$ cat src/rtl/rggen_rtl_pkg.sv
// Shared types and helpers for the rggen APB4 adapter: response status codes,
// adapter FSM states and the timeout counter sizing rule.
package rggen_rtl_pkg;

  typedef enum logic [1:0] {
    OKAY         = 2'b00,
    EXOKAY       = 2'b01,
    SLAVE_ERROR  = 2'b10,
    DECODE_ERROR = 2'b11
  } rggen_status_e;

  typedef enum logic [1:0] {
    IDLE    = 2'b00,
    ACCESS  = 2'b01,
    RESPOND = 2'b10
  } rggen_adapter_state_e;

  // Counter must represent 0..cycles; never narrower than one bit.
  function automatic int unsigned rggen_counter_width(int unsigned cycles);
    return (cycles == 0) ? 1 : $clog2(cycles + 1);
  endfunction

endpackage

$ cat src/rtl/rggen_apb4_adapter_ext_if.sv
// APB4 bus bundle between the system interconnect (master) and the adapter (slave).
interface rggen_apb4_adapter_ext_if #(
  parameter int unsigned ADDRESS_WIDTH = 8,
  parameter int unsigned BUS_WIDTH     = 32
);

  localparam int unsigned STRB_WIDTH = BUS_WIDTH / 8;

  logic                     psel;
  logic                     penable;
  logic [ADDRESS_WIDTH-1:0] paddr;
  logic [2:0]               pprot;
  logic                     pwrite;
  logic [BUS_WIDTH-1:0]     pwdata;
  logic [STRB_WIDTH-1:0]    pstrb;
  logic                     pready;
  logic [BUS_WIDTH-1:0]     prdata;
  logic                     pslverr;

  modport master (
    output psel, penable, paddr, pprot, pwrite, pwdata, pstrb,
    input  pready, prdata, pslverr
  );

  modport slave (
    input  psel, penable, paddr, pprot, pwrite, pwdata, pstrb,
    output pready, prdata, pslverr
  );

endinterface

$ cat src/rtl/rggen_adapter_timeout_counter.sv
// Saturating ACCESS-cycle counter; o_expired flags the last permitted wait cycle.
module rggen_adapter_timeout_counter
  import rggen_rtl_pkg::*;
#(
  parameter int unsigned TIMEOUT_CYCLES = 0
) (
  input  logic i_clk,
  input  logic i_rst,
  input  logic i_clear,
  input  logic i_count,
  output logic o_expired
);

  localparam int unsigned COUNT_WIDTH = rggen_counter_width(TIMEOUT_CYCLES);
  localparam int unsigned LAST_VALUE  = (TIMEOUT_CYCLES == 0) ? 0 : TIMEOUT_CYCLES - 1;
  localparam logic [COUNT_WIDTH-1:0] COUNT_LAST = COUNT_WIDTH'(LAST_VALUE);
  localparam logic [COUNT_WIDTH-1:0] COUNT_MAX  = COUNT_WIDTH'(TIMEOUT_CYCLES);

  logic [COUNT_WIDTH-1:0] count_q;
  logic [COUNT_WIDTH-1:0] count_d;
  logic                   expired_q;
  logic                   expired_d;

  // expired_q tracks the registered count, so it is true exactly while count_q sits on the last cycle
  always_comb begin
    count_d = count_q;
    if (i_clear) begin
      count_d = '0;
    end else if (i_count && (count_q != COUNT_MAX)) begin
      count_d = count_q + COUNT_WIDTH'(1);
    end
    expired_d = (TIMEOUT_CYCLES != 0) && (count_d == COUNT_LAST);
  end

  always_ff @(posedge i_clk) begin
    if (i_rst) begin
      count_q   <= '0;
      expired_q <= 1'b0;
    end else begin
      count_q   <= count_d;
      expired_q <= expired_d;
    end
  end

  assign o_expired = expired_q;

endmodule

$ cat src/rtl/rggen_apb4_adapter_ext.sv
// APB4 slave front end for rggen register blocks: window/privilege decode,
// one register-side request per transfer, and a bounded wait for i_ready.
module rggen_apb4_adapter_ext
  import rggen_rtl_pkg::*;
#(
  parameter int unsigned            ADDRESS_WIDTH   = 8,
  parameter int unsigned            BUS_WIDTH       = 32,
  parameter bit [ADDRESS_WIDTH-1:0] BASE_ADDRESS    = '0,
  parameter int unsigned            BYTE_SIZE       = 256,
  parameter bit                     ERROR_STATUS    = 1'b1,
  parameter bit                     PRIVILEGED_ONLY = 1'b0,
  parameter int unsigned            TIMEOUT_CYCLES  = 0
) (
  input  logic                         i_clk,
  input  logic                         i_rst,
  rggen_apb4_adapter_ext_if.slave      apb,
  output logic                         o_valid,
  output logic [ADDRESS_WIDTH-1:0]     o_address,
  output logic                         o_write,
  output logic [BUS_WIDTH-1:0]         o_write_data,
  output logic [BUS_WIDTH/8-1:0]       o_strobe,
  input  logic                         i_ready,
  input  logic [1:0]                   i_status,
  input  logic [BUS_WIDTH-1:0]         i_read_data,
  output logic                         o_timeout
);

  localparam int unsigned STRB_WIDTH = BUS_WIDTH / 8;
  localparam int unsigned CMP_WIDTH  = ADDRESS_WIDTH + 1;
  localparam logic [CMP_WIDTH-1:0] WINDOW_LO = CMP_WIDTH'(BASE_ADDRESS);
  localparam logic [CMP_WIDTH-1:0] WINDOW_HI = WINDOW_LO + CMP_WIDTH'(BYTE_SIZE);

  rggen_adapter_state_e     state_q, state_d;
  logic [ADDRESS_WIDTH-1:0] address_q, address_d;
  logic                     write_q, write_d;
  logic [BUS_WIDTH-1:0]     write_data_q, write_data_d;
  logic [STRB_WIDTH-1:0]    strobe_q, strobe_d;
  logic                     valid_q, valid_d;
  logic                     decode_err_q, decode_err_d;
  logic                     discard_q, discard_d;
  logic                     pready_q, pready_d;
  logic [BUS_WIDTH-1:0]     prdata_q, prdata_d;
  logic                     pslverr_q, pslverr_d;

  logic [CMP_WIDTH-1:0] paddr_ext;
  logic                 window_hit;
  logic                 privilege_fail;
  logic                 status_err;
  logic                 respond_ok;
  logic                 expired;
  logic                 timeout_fire;
  logic                 counter_clear;
  logic                 counter_count;
  logic                 unused_prot;

  assign paddr_ext      = CMP_WIDTH'(apb.paddr);
  assign window_hit     = (paddr_ext >= WINDOW_LO) && (paddr_ext < WINDOW_HI);
  assign privilege_fail = PRIVILEGED_ONLY && !apb.pprot[0];
  assign unused_prot    = ^apb.pprot;
  assign status_err     = (rggen_status_e'(i_status) == SLAVE_ERROR) ||
                          (rggen_status_e'(i_status) == DECODE_ERROR);
  // A response is only presented to a master that is still in its access phase
  assign respond_ok     = !discard_q && apb.psel && apb.penable;
  assign timeout_fire   = (state_q == ACCESS) && !decode_err_q && !i_ready && expired;

  rggen_adapter_timeout_counter #(
    .TIMEOUT_CYCLES (TIMEOUT_CYCLES)
  ) u_timeout_counter (
    .i_clk     (i_clk),
    .i_rst     (i_rst),
    .i_clear   (counter_clear),
    .i_count   (counter_count),
    .o_expired (expired)
  );

  // Next-state and next-register logic; decode errors spend their access-phase
  // cycle in ACCESS with the request masked so every response has the same latency.
  always_comb begin
    state_d       = state_q;
    address_d     = address_q;
    write_d       = write_q;
    write_data_d  = write_data_q;
    strobe_d      = strobe_q;
    decode_err_d  = decode_err_q;
    discard_d     = discard_q;
    valid_d       = 1'b0;
    pready_d      = 1'b0;
    prdata_d      = '0;
    pslverr_d     = 1'b0;
    counter_clear = 1'b1;
    counter_count = 1'b0;

    case (state_q)
      IDLE: begin
        if (apb.psel && !apb.penable) begin
          address_d    = apb.paddr;
          write_d      = apb.pwrite;
          write_data_d = apb.pwdata;
          strobe_d     = apb.pwrite ? apb.pstrb : '1;
          decode_err_d = !window_hit || privilege_fail;
          discard_d    = 1'b0;
          valid_d      = window_hit && !privilege_fail;
          state_d      = ACCESS;
        end
      end
      ACCESS: begin
        counter_clear = 1'b0;
        counter_count = !i_ready && !decode_err_q;
        discard_d     = discard_q || !apb.psel;
        if (decode_err_q) begin
          pready_d  = respond_ok;
          pslverr_d = ERROR_STATUS;
          state_d   = RESPOND;
        end else if (i_ready) begin
          pready_d  = respond_ok;
          prdata_d  = write_q ? '0 : i_read_data;
          pslverr_d = status_err && ERROR_STATUS;
          state_d   = RESPOND;
        end else if (timeout_fire) begin
          pready_d  = respond_ok;
          pslverr_d = ERROR_STATUS;
          state_d   = RESPOND;
        end else begin
          valid_d = 1'b1;
        end
      end
      RESPOND: begin
        state_d = IDLE;
      end
      default: begin
        state_d = IDLE;
      end
    endcase
  end

  always_ff @(posedge i_clk) begin
    if (i_rst) begin
      state_q      <= IDLE;
      address_q    <= '0;
      write_q      <= 1'b0;
      write_data_q <= '0;
      strobe_q     <= '0;
      decode_err_q <= 1'b0;
      discard_q    <= 1'b0;
      valid_q      <= 1'b0;
      pready_q     <= 1'b0;
      prdata_q     <= '0;
      pslverr_q    <= 1'b0;
    end else begin
      state_q      <= state_d;
      address_q    <= address_d;
      write_q      <= write_d;
      write_data_q <= write_data_d;
      strobe_q     <= strobe_d;
      decode_err_q <= decode_err_d;
      discard_q    <= discard_d;
      valid_q      <= valid_d;
      pready_q     <= pready_d;
      prdata_q     <= prdata_d;
      pslverr_q    <= pslverr_d;
    end
  end

  assign apb.pready   = pready_q;
  assign apb.prdata   = prdata_q;
  assign apb.pslverr  = pslverr_q;
  assign o_valid      = valid_q;
  assign o_address    = address_q;
  assign o_write      = write_q;
  assign o_write_data = write_data_q;
  assign o_strobe     = strobe_q;
  assign o_timeout    = timeout_fire;

endmodule

$ cat src/flat_wrapper.sv
// flat-port wrapper written by rule: the top's interface ports become plain ports
module rggen_apb4_adapter_ext_flat import rggen_rtl_pkg::*;
#(
  parameter int unsigned            ADDRESS_WIDTH   = 8,
  parameter int unsigned            BUS_WIDTH       = 32,
  parameter bit [ADDRESS_WIDTH-1:0] BASE_ADDRESS    = '0,
  parameter int unsigned            BYTE_SIZE       = 256,
  parameter bit                     ERROR_STATUS    = 1'b1,
  parameter bit                     PRIVILEGED_ONLY = 1'b0,
  parameter int unsigned            TIMEOUT_CYCLES  = 0
)
  (i_clk, i_rst, o_valid, o_address, o_write, o_write_data, o_strobe, i_ready, i_status, i_read_data, o_timeout, apb_psel, apb_penable, apb_paddr, apb_pprot, apb_pwrite, apb_pwdata, apb_pstrb, apb_pready, apb_prdata, apb_pslverr);
  rggen_apb4_adapter_ext_if #(.ADDRESS_WIDTH(ADDRESS_WIDTH), .BUS_WIDTH(BUS_WIDTH)) apb_i ();
  input  logic i_clk;
  input  logic i_rst;
  output logic o_valid;
  output logic [ADDRESS_WIDTH-1:0] o_address;
  output logic o_write;
  output logic [BUS_WIDTH-1:0] o_write_data;
  output logic [BUS_WIDTH/8-1:0] o_strobe;
  input  logic i_ready;
  input  logic [1:0] i_status;
  input  logic [BUS_WIDTH-1:0] i_read_data;
  output logic o_timeout;
  input wire logic [$bits(apb_i.psel)-1:0] apb_psel;
  input wire logic [$bits(apb_i.penable)-1:0] apb_penable;
  input wire logic [$bits(apb_i.paddr)-1:0] apb_paddr;
  input wire logic [$bits(apb_i.pprot)-1:0] apb_pprot;
  input wire logic [$bits(apb_i.pwrite)-1:0] apb_pwrite;
  input wire logic [$bits(apb_i.pwdata)-1:0] apb_pwdata;
  input wire logic [$bits(apb_i.pstrb)-1:0] apb_pstrb;
  output wire logic [$bits(apb_i.pready)-1:0] apb_pready;
  output wire logic [$bits(apb_i.prdata)-1:0] apb_prdata;
  output wire logic [$bits(apb_i.pslverr)-1:0] apb_pslverr;
  assign apb_i.psel = apb_psel;
  assign apb_i.penable = apb_penable;
  assign apb_i.paddr = apb_paddr;
  assign apb_i.pprot = apb_pprot;
  assign apb_i.pwrite = apb_pwrite;
  assign apb_i.pwdata = apb_pwdata;
  assign apb_i.pstrb = apb_pstrb;
  assign apb_pready = apb_i.pready;
  assign apb_prdata = apb_i.prdata;
  assign apb_pslverr = apb_i.pslverr;
  rggen_apb4_adapter_ext #(.ADDRESS_WIDTH(ADDRESS_WIDTH), .BUS_WIDTH(BUS_WIDTH), .BASE_ADDRESS(BASE_ADDRESS), .BYTE_SIZE(BYTE_SIZE), .ERROR_STATUS(ERROR_STATUS), .PRIVILEGED_ONLY(PRIVILEGED_ONLY), .TIMEOUT_CYCLES(TIMEOUT_CYCLES)) u_core (.i_clk(i_clk), .i_rst(i_rst), .apb(apb_i), .o_valid(o_valid), .o_address(o_address), .o_write(o_write), .o_write_data(o_write_data), .o_strobe(o_strobe), .i_ready(i_ready), .i_status(i_status), .i_read_data(i_read_data), .o_timeout(o_timeout));
endmodule
$ cat config.mk
export PLATFORM = sky130hd
export DESIGN_NAME = rggen_apb4_adapter_ext_flat
export DESIGN_NICKNAME = d
export VERILOG_FILES = /design/src/rtl/rggen_rtl_pkg.sv /design/src/rtl/rggen_apb4_adapter_ext_if.sv /design/src/rtl/rggen_adapter_timeout_counter.sv /design/src/rtl/rggen_apb4_adapter_ext.sv /design/src/flat_wrapper.sv
export SDC_FILE = /design/constraint.sdc
export NUM_CORES = 1
export LEC_CHECK = 0
export ABC_AREA = 1
export ABC_CLOCK_PERIOD_IN_PS = 1090
export CORE_MARGIN = 2
export CORE_UTILIZATION = 33
export DETAILED_ROUTE_END_ITERATION = 7
export GPL_TIMING_DRIVEN = 0
export PLACE_DENSITY_LB_ADDON = 0.25
export SKIP_LAST_GASP = 1
export SLEW_MARGIN = 20
export SYNTH_ARGS = -nofsm -noshare
export SYNTH_HDL_FRONTEND = slang
export SYNTH_SLANG_ARGS = --single-unit
$ cat constraint.sdc
create_clock -name i_clk -period 1.09 [get_ports i_clk]
set_input_delay 0.218 -clock i_clk [delete_from_list [all_inputs] [get_ports i_clk]]
set_output_delay 0.218 -clock i_clk [all_outputs]
set_load 0.03 [all_outputs]
==> results of run 1 <==
==> Yosys cell counts <==
cell / count / area share (%)
nor2_1: 42 / 5.6
nand2_1: 53 / 7.1
buf_6: 6 / 2.4
nand4_4: 1 / 0.75
a21oi_1: 44 / 7.8
buf_4: 2 / 0.53
nor2_2: 4 / 0.89
conb_1: 1 / 0.13
o21ai_0: 1 / 0.18
nand3_1: 42 / 7.5
buf_2: 14 / 2.5
dfxtp_1: 83 / 59
inv_1: 42 / 5.6
inv_2: 1 / 0.13
==> registers in the layout, summed over array words and instances, names as in the netlist <==
register,flops
u_core.o_strobe,4
u_core.o_address,8
u_core.apb.prdata,32
u_core.o_write_data,32
u_core.apb.pready,1
u_core.discard_q,1
u_core.o_valid,1
u_core.apb.pslverr,1
u_core.state_q,2
u_core.o_write,1
==> worst reg2reg max path: stages (launching register included) <==
cell and delay [ps]:
dfxtp_4 370, nor2_4 150, buf_4 150, buf_6 140, nand3_1 80, a21oi_1 160
==> stage by stage <==
stage / power (uW) / std cells / setup TNS, ps
floorplan: 3740 / 336 / 0
global placement: 4290 / 602 / -38240
detailed placement: 4310 / 602 / -40710
CTS: 6510 / 626 / -179
global route: 6840 / 630 / -4860
finish: 6510 / 630 / -203
==> worst paths after layout <==
path / from / to / slack (ps)
min reg2reg: u_core.o_address[7]$_SDFFE_PP0P_ / u_core.o_address[7]$_SDFFE_PP0P_ / 460
max reg2reg: u_core.state_q[1]$_SDFFE_PP0P_ / u_core.o_write_data[6]$_SDFFE_PP0P_ / -30
min: i_rst / u_core.o_write_data[20]$_SDFFE_PP0P_ / 120
max: u_core.state_q[1]$_SDFFE_PP0P_ / u_core.o_write_data[6]$_SDFFE_PP0P_ / -30
==> metal layers <==
| metal | track usage, % | up-vias | share of wire, % |
|---|---|---|---|
| li1 | - | 1412 | - |
| met1 | 19.2 | 1220 | 41 |
| met2 | 28.1 | 84 | 50 |
| met3 | 5.43 | 5 | 7.3 |
| met4 | 4.23 | 0 | 0.94 |
| met5 | 0 | - | 0 |
==> cell type report <==
class	count	area, sq um	share of cell area [%]
clock buffer	10	138	2.77
buffer	20	175	3.52
timing repair buffer	176	1670	33.5
tap	105	131	2.64
sequential	83	1700	34.1
clock inverter	5	53.8	1.08
inverter	43	161	3.24
multi-input combinational	188	950	19.1
==> cells by family (layout without fill, tap and decap cells) <==
| group | count (synthesis) | in the layout | synth area share, % |
|---|---|---|---|
| simple gates | 142 | 142 | 21.8 |
| flops | 83 | 83 | 59.0 |
| buf+inv | 65 | 254 | 11.1 |
| compound gates | 45 | 45 | 7.99 |
| other cells | 1 | 1 | 0.133 |
==> report_power, final <==
part,switching [uW],internal [uW]
registers,68.4,3140
clock network,1060,1100
logic,543,596
total,1670,4840
==> repair_timing <==
action | in CTS | in global routing
buffers inserted | 10 | 1
resized for setup | 464 | 145
cloned | 1 | 3
pin swaps | 3 | 4
setup endpoints to repair | 158 | 148
==> out/results.ini, run 1 <==
[status]
status=complete, but fails checks
violations=setup timing

[place]
dpl.hpwl_microns=5700
dpl-instance-area_sq_um=4560
gp_congestion=0.685
numPortBuffers=161
pre_cts_slack_ps=-625

[route]
antenna_left=0
firstDrtPassIters=5
vias_per_cell=4.32
drtIter0Drc=112
drt-total-wl_microns=8010
drc=0
wl_per_cell_microns=12.7
vias=2721

[cts]
clk_latency_ps=340
clk_path_buf_depth=2
tritoncts_num_sinks=83
cts_tree=done
cts.reportedPaths.clkPinSlew_ps=80
ctsHtreeMaxLevel=3
cts_hold_buffers=0
cts-root-buf=clkbuf_8
cts_buffers=9

[critical_path]
path_depth=5
crit_path_end_kind=flip-flop
critical_path.top_delay_family=flip-flops
critPathBufInv=2
critPathMaxFanout=10
critical-path-max-stage-delay_ps=370
critPathKind=flip-flop to flip-flop
critPathArrivalTime_ps=1380
cp_cell_sequence=nor2_4, buf_4, buf_6, nand3_1, a21oi_1
worstPathRequired_ps=1350
startpoint_type=flip-flop
critical-path-slowest-cell=dfxtp_4
r2r_cells=5

[power]
p_leak_uw=0.00223
cellPowerDensity_nw_per_um2=1310
vdd_drop_max_mv=0.668

[yosys]
ys_seq_area_share_pct=59.0
synth-warning-count=0
syn_area_sq_um=2820
syn_area_per_cell_sq_um=8.39
postSynthCellCount=336
ys_ff_latch=83
syn_nets=423
synth_cell_types=14

[final_layout]
fillers=771
area_growth_pct=76.6
design_area_sq_um=4970
finalNetCount=608
drive_above_1_share_pct=35.2
final_core_util_pct=60.2
final_cell_mix=clkdlybuf4s50_1 (80), dfxtp_1 (56), buf_6 (50)
final_common_cell=clkdlybuf4s50_1
antenna_cells=0

[sta]
setup_viol=19
max_freq_mhz=893
rsz0062_at_grt=true
worst_slack_ps=-29.9
worst_clock_skew_ps=6.18
whs_ps=124
post-route-period-util_pct=103
min_period_ps=1120
hold_viol_final=0
slew_viol_final=0

[min_path]
holdPathStages=2
min-delay-path-class=input pin to flip-flop

[global_route]
gr-total-overflow=0
grtUsageTotal_pct=16.2
grt_max_degree=14
grt_first_pass_wirelength_microns=11500
antenna_found_initial=0
grt_pass1_vias=2467

[floorplanning]
start_util_pct=34.1
io-pin-count=168
rows=33
coreArea_sq_um=8260
fp.dieH_microns=96.4
die_area_sq_um=9290
fp.dieW_microns=96.4

[job]
maxCapViolCount=0

(Power assumes the default switching activity.)
==> inputs of run 2 (changes only) <==
Settings changed: CORE_UTILIZATION 33 to 34, SYNTH_HIERARCHICAL set to 1.
==> run 2 against run 1 <==
Compared with the run above:
- the run still ends with setup timing left
- clock power rose by 3%
- maximum frequency fell by 1.1%
- sequential power barely moved
- flip-flop and latch count did not move
- power rose by 1.1%
- combinational power barely moved
- via count rose by 1.4%
- non-clock buffer count fell by 4
- count of clock-buffer cells in the layout rose by 1
- final area rose by 0.45%
- first-iteration DRC count fell by 24%
- largest power group unchanged
==> out/results.ini, run 2 <==
[yosys]
syn_area_sq_um=2860  ; was 2820 sq um
yosysMostFrequentCell=dfxtp_1  ; unchanged
synth-warning-count=6  ; was 0
yosys-top-cells-area=dfxtp_1 (58%), a21oi_1 (8.0%), nand3_1 (7.5%), nand2_1 (7.2%), inv_1 (6.0%)  ; was dfxtp_1 (59%), a21oi_1 (7.8%), nand3_1 (7.5%), nand2_1 (7.1%), inv_1 (5.6%)
syn_nets=433  ; was 423
ys_ff_latch=83  ; unchanged
synth_top_area_cell=dfxtp_1  ; unchanged
synth-edff-count=0  ; unchanged
synth_cell_types=15  ; was 14
postSynthCellCount=346  ; was 336
ys_seq_area_share_pct=58.0  ; was 59.0%
synthFlopType=dfxtp_1  ; unchanged
synthTopCellsByCount=dfxtp_1 (83), nand2_1 (55), a21oi_1 (46), inv_1 (46), nand3_1 (43)  ; was dfxtp_1 (83), nand2_1 (53), a21oi_1 (44)
syn_area_per_cell_sq_um=8.27  ; was 8.39 sq um
synth_top_area_share_pct=58.0  ; was 59.0%
ys_async_sr_fraction_pct=0  ; unchanged

[sta]
min_period_ps=1130  ; was 1120 ps
rsz0062_at_grt=true  ; unchanged
post-route-period-util_pct=104  ; was 103%
slew_headroom_pct=59.5
slew_viol_final=0  ; unchanged
worst_clock_skew_ps=4.46  ; was 6.18 ps
setup_viol=23  ; was 19
tightestPinTransition_ps=608
hold_viol_final=0  ; unchanged
max_freq_mhz=883  ; was 893 MHz
worst_slack_ps=-42.1  ; was -29.9 ps

[global_route]
antenna_found_initial=0  ; unchanged
grt_pass1_vias=2553  ; was 2467
grt_first_pass_wirelength_microns=12100  ; was 11500 microns
gr-total-overflow=0  ; unchanged
grtUsageTotal_pct=17.0  ; was 16.2%
grt_max_degree=15  ; was 14

[floorplanning]
fp.dieW_microns=95.8  ; was 96.4 microns
die_area_sq_um=9170  ; was 9290 sq um
fp.dieH_microns=95.8  ; was 96.4 microns
rows=33  ; unchanged
io-pin-count=168  ; unchanged
start_util_pct=35.0  ; was 34.1%
coreArea_sq_um=8180  ; was 8260 sq um

[power]
vdd_drop_max_mv=0.727  ; was 0.668 mV
p_leak_uw=0.00225  ; was 0.00223 uW
p_total_uw=6590  ; was 6510 uW
cellPowerDensity_nw_per_um2=1320  ; was 1310 nW/um^2

[place]
dpl.hpwl_microns=5770  ; was 5700 microns
gp_congestion=0.707  ; was 0.685
numPortBuffers=161  ; unchanged
dp.cells=612  ; was 602

[route]
drt-total-wl_microns=8050  ; was 8010 microns
drc=0  ; unchanged
top_layer=met4  ; unchanged
dr_wl_met2_microns=4150  ; was 4030 microns
drtIter0Drc=85  ; was 112
vias_per_cell=4.33  ; was 4.32
wl_per_cell_microns=12.6  ; was 12.7 microns
met1Wirelength_microns=3240  ; was 3320 microns
antenna_left=0  ; unchanged
firstDrtPassIters=4  ; was 5
vias=2758  ; was 2721
met3_length_microns=582  ; was 585 microns

[final_layout]
finalNetCount=614  ; was 608
seq_area_sq_um=1720  ; was 1700 sq um
fillers=738  ; was 771
final_cell_mix=clkdlybuf4s50_1 (79), buf_6 (57), nand2_1 (52)  ; was clkdlybuf4s50_1 (80), dfxtp_1 (56), buf_6 (50)
antenna_cells=0  ; unchanged
final_core_util_pct=61.1  ; was 60.2%
drive_above_1_share_pct=34.6  ; was 35.2%
final_common_cell=clkdlybuf4s50_1  ; unchanged
area_growth_pct=74.6  ; was 76.6%
multi_input_area_sq_um=920  ; was 950 sq um
instances_no_fill=637  ; was 630

[cts]
tritoncts_num_sinks=83  ; unchanged
cts.reportedPaths.clkPinSlew_ps=80  ; about the same
cts-root-buf=clkbuf_8  ; unchanged
clk_latency_ps=340  ; about the same
cts_buffers=9  ; unchanged
clk_path_buf_depth=2  ; unchanged
cts_tree=done  ; unchanged
ctsHtreeMaxLevel=3  ; unchanged

[min_path]
min-delay-path-class=input pin to flip-flop  ; unchanged

[critical_path]
startpoint_type=flip-flop  ; unchanged
crit_path_end_kind=flip-flop  ; unchanged
critPathMaxFanout=10  ; unchanged
worstPathRequired_ps=1360  ; was 1350 ps
critPathArrivalTime_ps=1400  ; was 1380 ps
critPathKind=flip-flop to flip-flop  ; unchanged

[status]
violations=setup timing  ; unchanged
status=complete, but fails checks  ; unchanged

[job]
maxCapViolCount=0  ; unchanged

-- run 2: power by group --
group | internal, uW | switching (uW)
Combinational | 599 | 541
Clock | 1130 | 1100
Sequential | 3150 | 69.0
Total | 4880 | 1710
-- run 2: worst paths after layout --
| kind | start | end | slack, ps | cells past startpoint |
|---|---|---|---|---|
| worst min register to register | u_core/discard_q$_SDFFE_PP0P_ | u_core/discard_q$_SDFFE_PP0P_ | 460 | 2 |
| worst max-delay path | u_core/state_q[1]$_SDFFE_PP0P_ | u_core/o_write_data[21]$_SDFFE_PP0P_ | -40 | 5 |
| worst max register to register | u_core/state_q[1]$_SDFFE_PP0P_ | u_core/o_write_data[21]$_SDFFE_PP0P_ | -40 | 5 |
| worst min-delay path | i_rst | u_core/state_q[0]$_SDFFE_PP0P_ | 210 | 2 |
-- run 2: metrics by stage --
| stage | setup WS (ps) | hold slack, ps | TNS (ps) | area (sq um) |
|---|---|---|---|---|
| 2_1_floorplan | 55.2 | 330 | 0 | 2860 |
| 3_3_place_gp | -487 | 446 | -36680 | 4610 |
| 3_5_place_dp | -511 | 451 | -38560 | 4610 |
| 4_1_cts | -93.7 | 199 | -575 | 4740 |
| 5_1_grt | -94.4 | 228 | -2350 | 5000 |
| 6_report | -42.1 | 213 | -377 | 5000 |
-- run 2: critical path, cell delays in order (launching register included) --
cell and delay (ps):
dfxtp_2 340, nor2_4 140, buf_4 160, buf_6 140, nand3_1 100, a21oi_2 170
-- run 2: per-layer routing --
metal | up-vias | GRT usage [%]
li1 | 1427 | -
met1 | 1240 | 20.3
met2 | 83 | 29.3
met3 | 8 | 5.95
met4 | 0 | 4.29
met5 | - | 0
-- run 2: kinds of logic (layout without fill, tap and decap cells) --
kind of cell / Yosys count / after routing / share of synthesized area [%]
other: 1 / 1 / 0.131
flip-flops: 83 / 83 / 58.0
AO/OA/AOI/OAI: 47 / 47 / 8.22
AND/OR/NAND/NOR: 147 / 147 / 22.3
buffers and inverters: 68 / 254 / 11.3
-- run 2: repair_timing --
| action | CTS | global route |
|---|---|---|
| setup endpoints to repair | 127 | 143 |
| hold buffers | 0 | 0 |
| endpoints found under the hold margin | 0 | 0 |
| cloned | 3 | 0 |
| buffers inserted | 5 | 1 |
| gates resized for setup | 499 | 126 |
| pin swaps | 4 | 1 |
-- run 2: final cells by class --
type / instances / area share [%]
Buffer: 22 / 3.68
Clock buffer: 11 / 2.83
Clock inverter: 5 / 1.23
Inverter: 46 / 3.46
Multi-Input combinational cell: 195 / 18.4
Sequential cell: 83 / 34.3
Tap cell: 105 / 2.63
Timing Repair Buffer: 170 / 33.5
==> inputs of run 3 (changes only) <==
Settings changed: CORE_UTILIZATION 34 to 33, SYNTH_HIERARCHICAL 1 to unset.
==> results of run 3 <==
Final layout, timing and power as in run 1 (identical DEF).
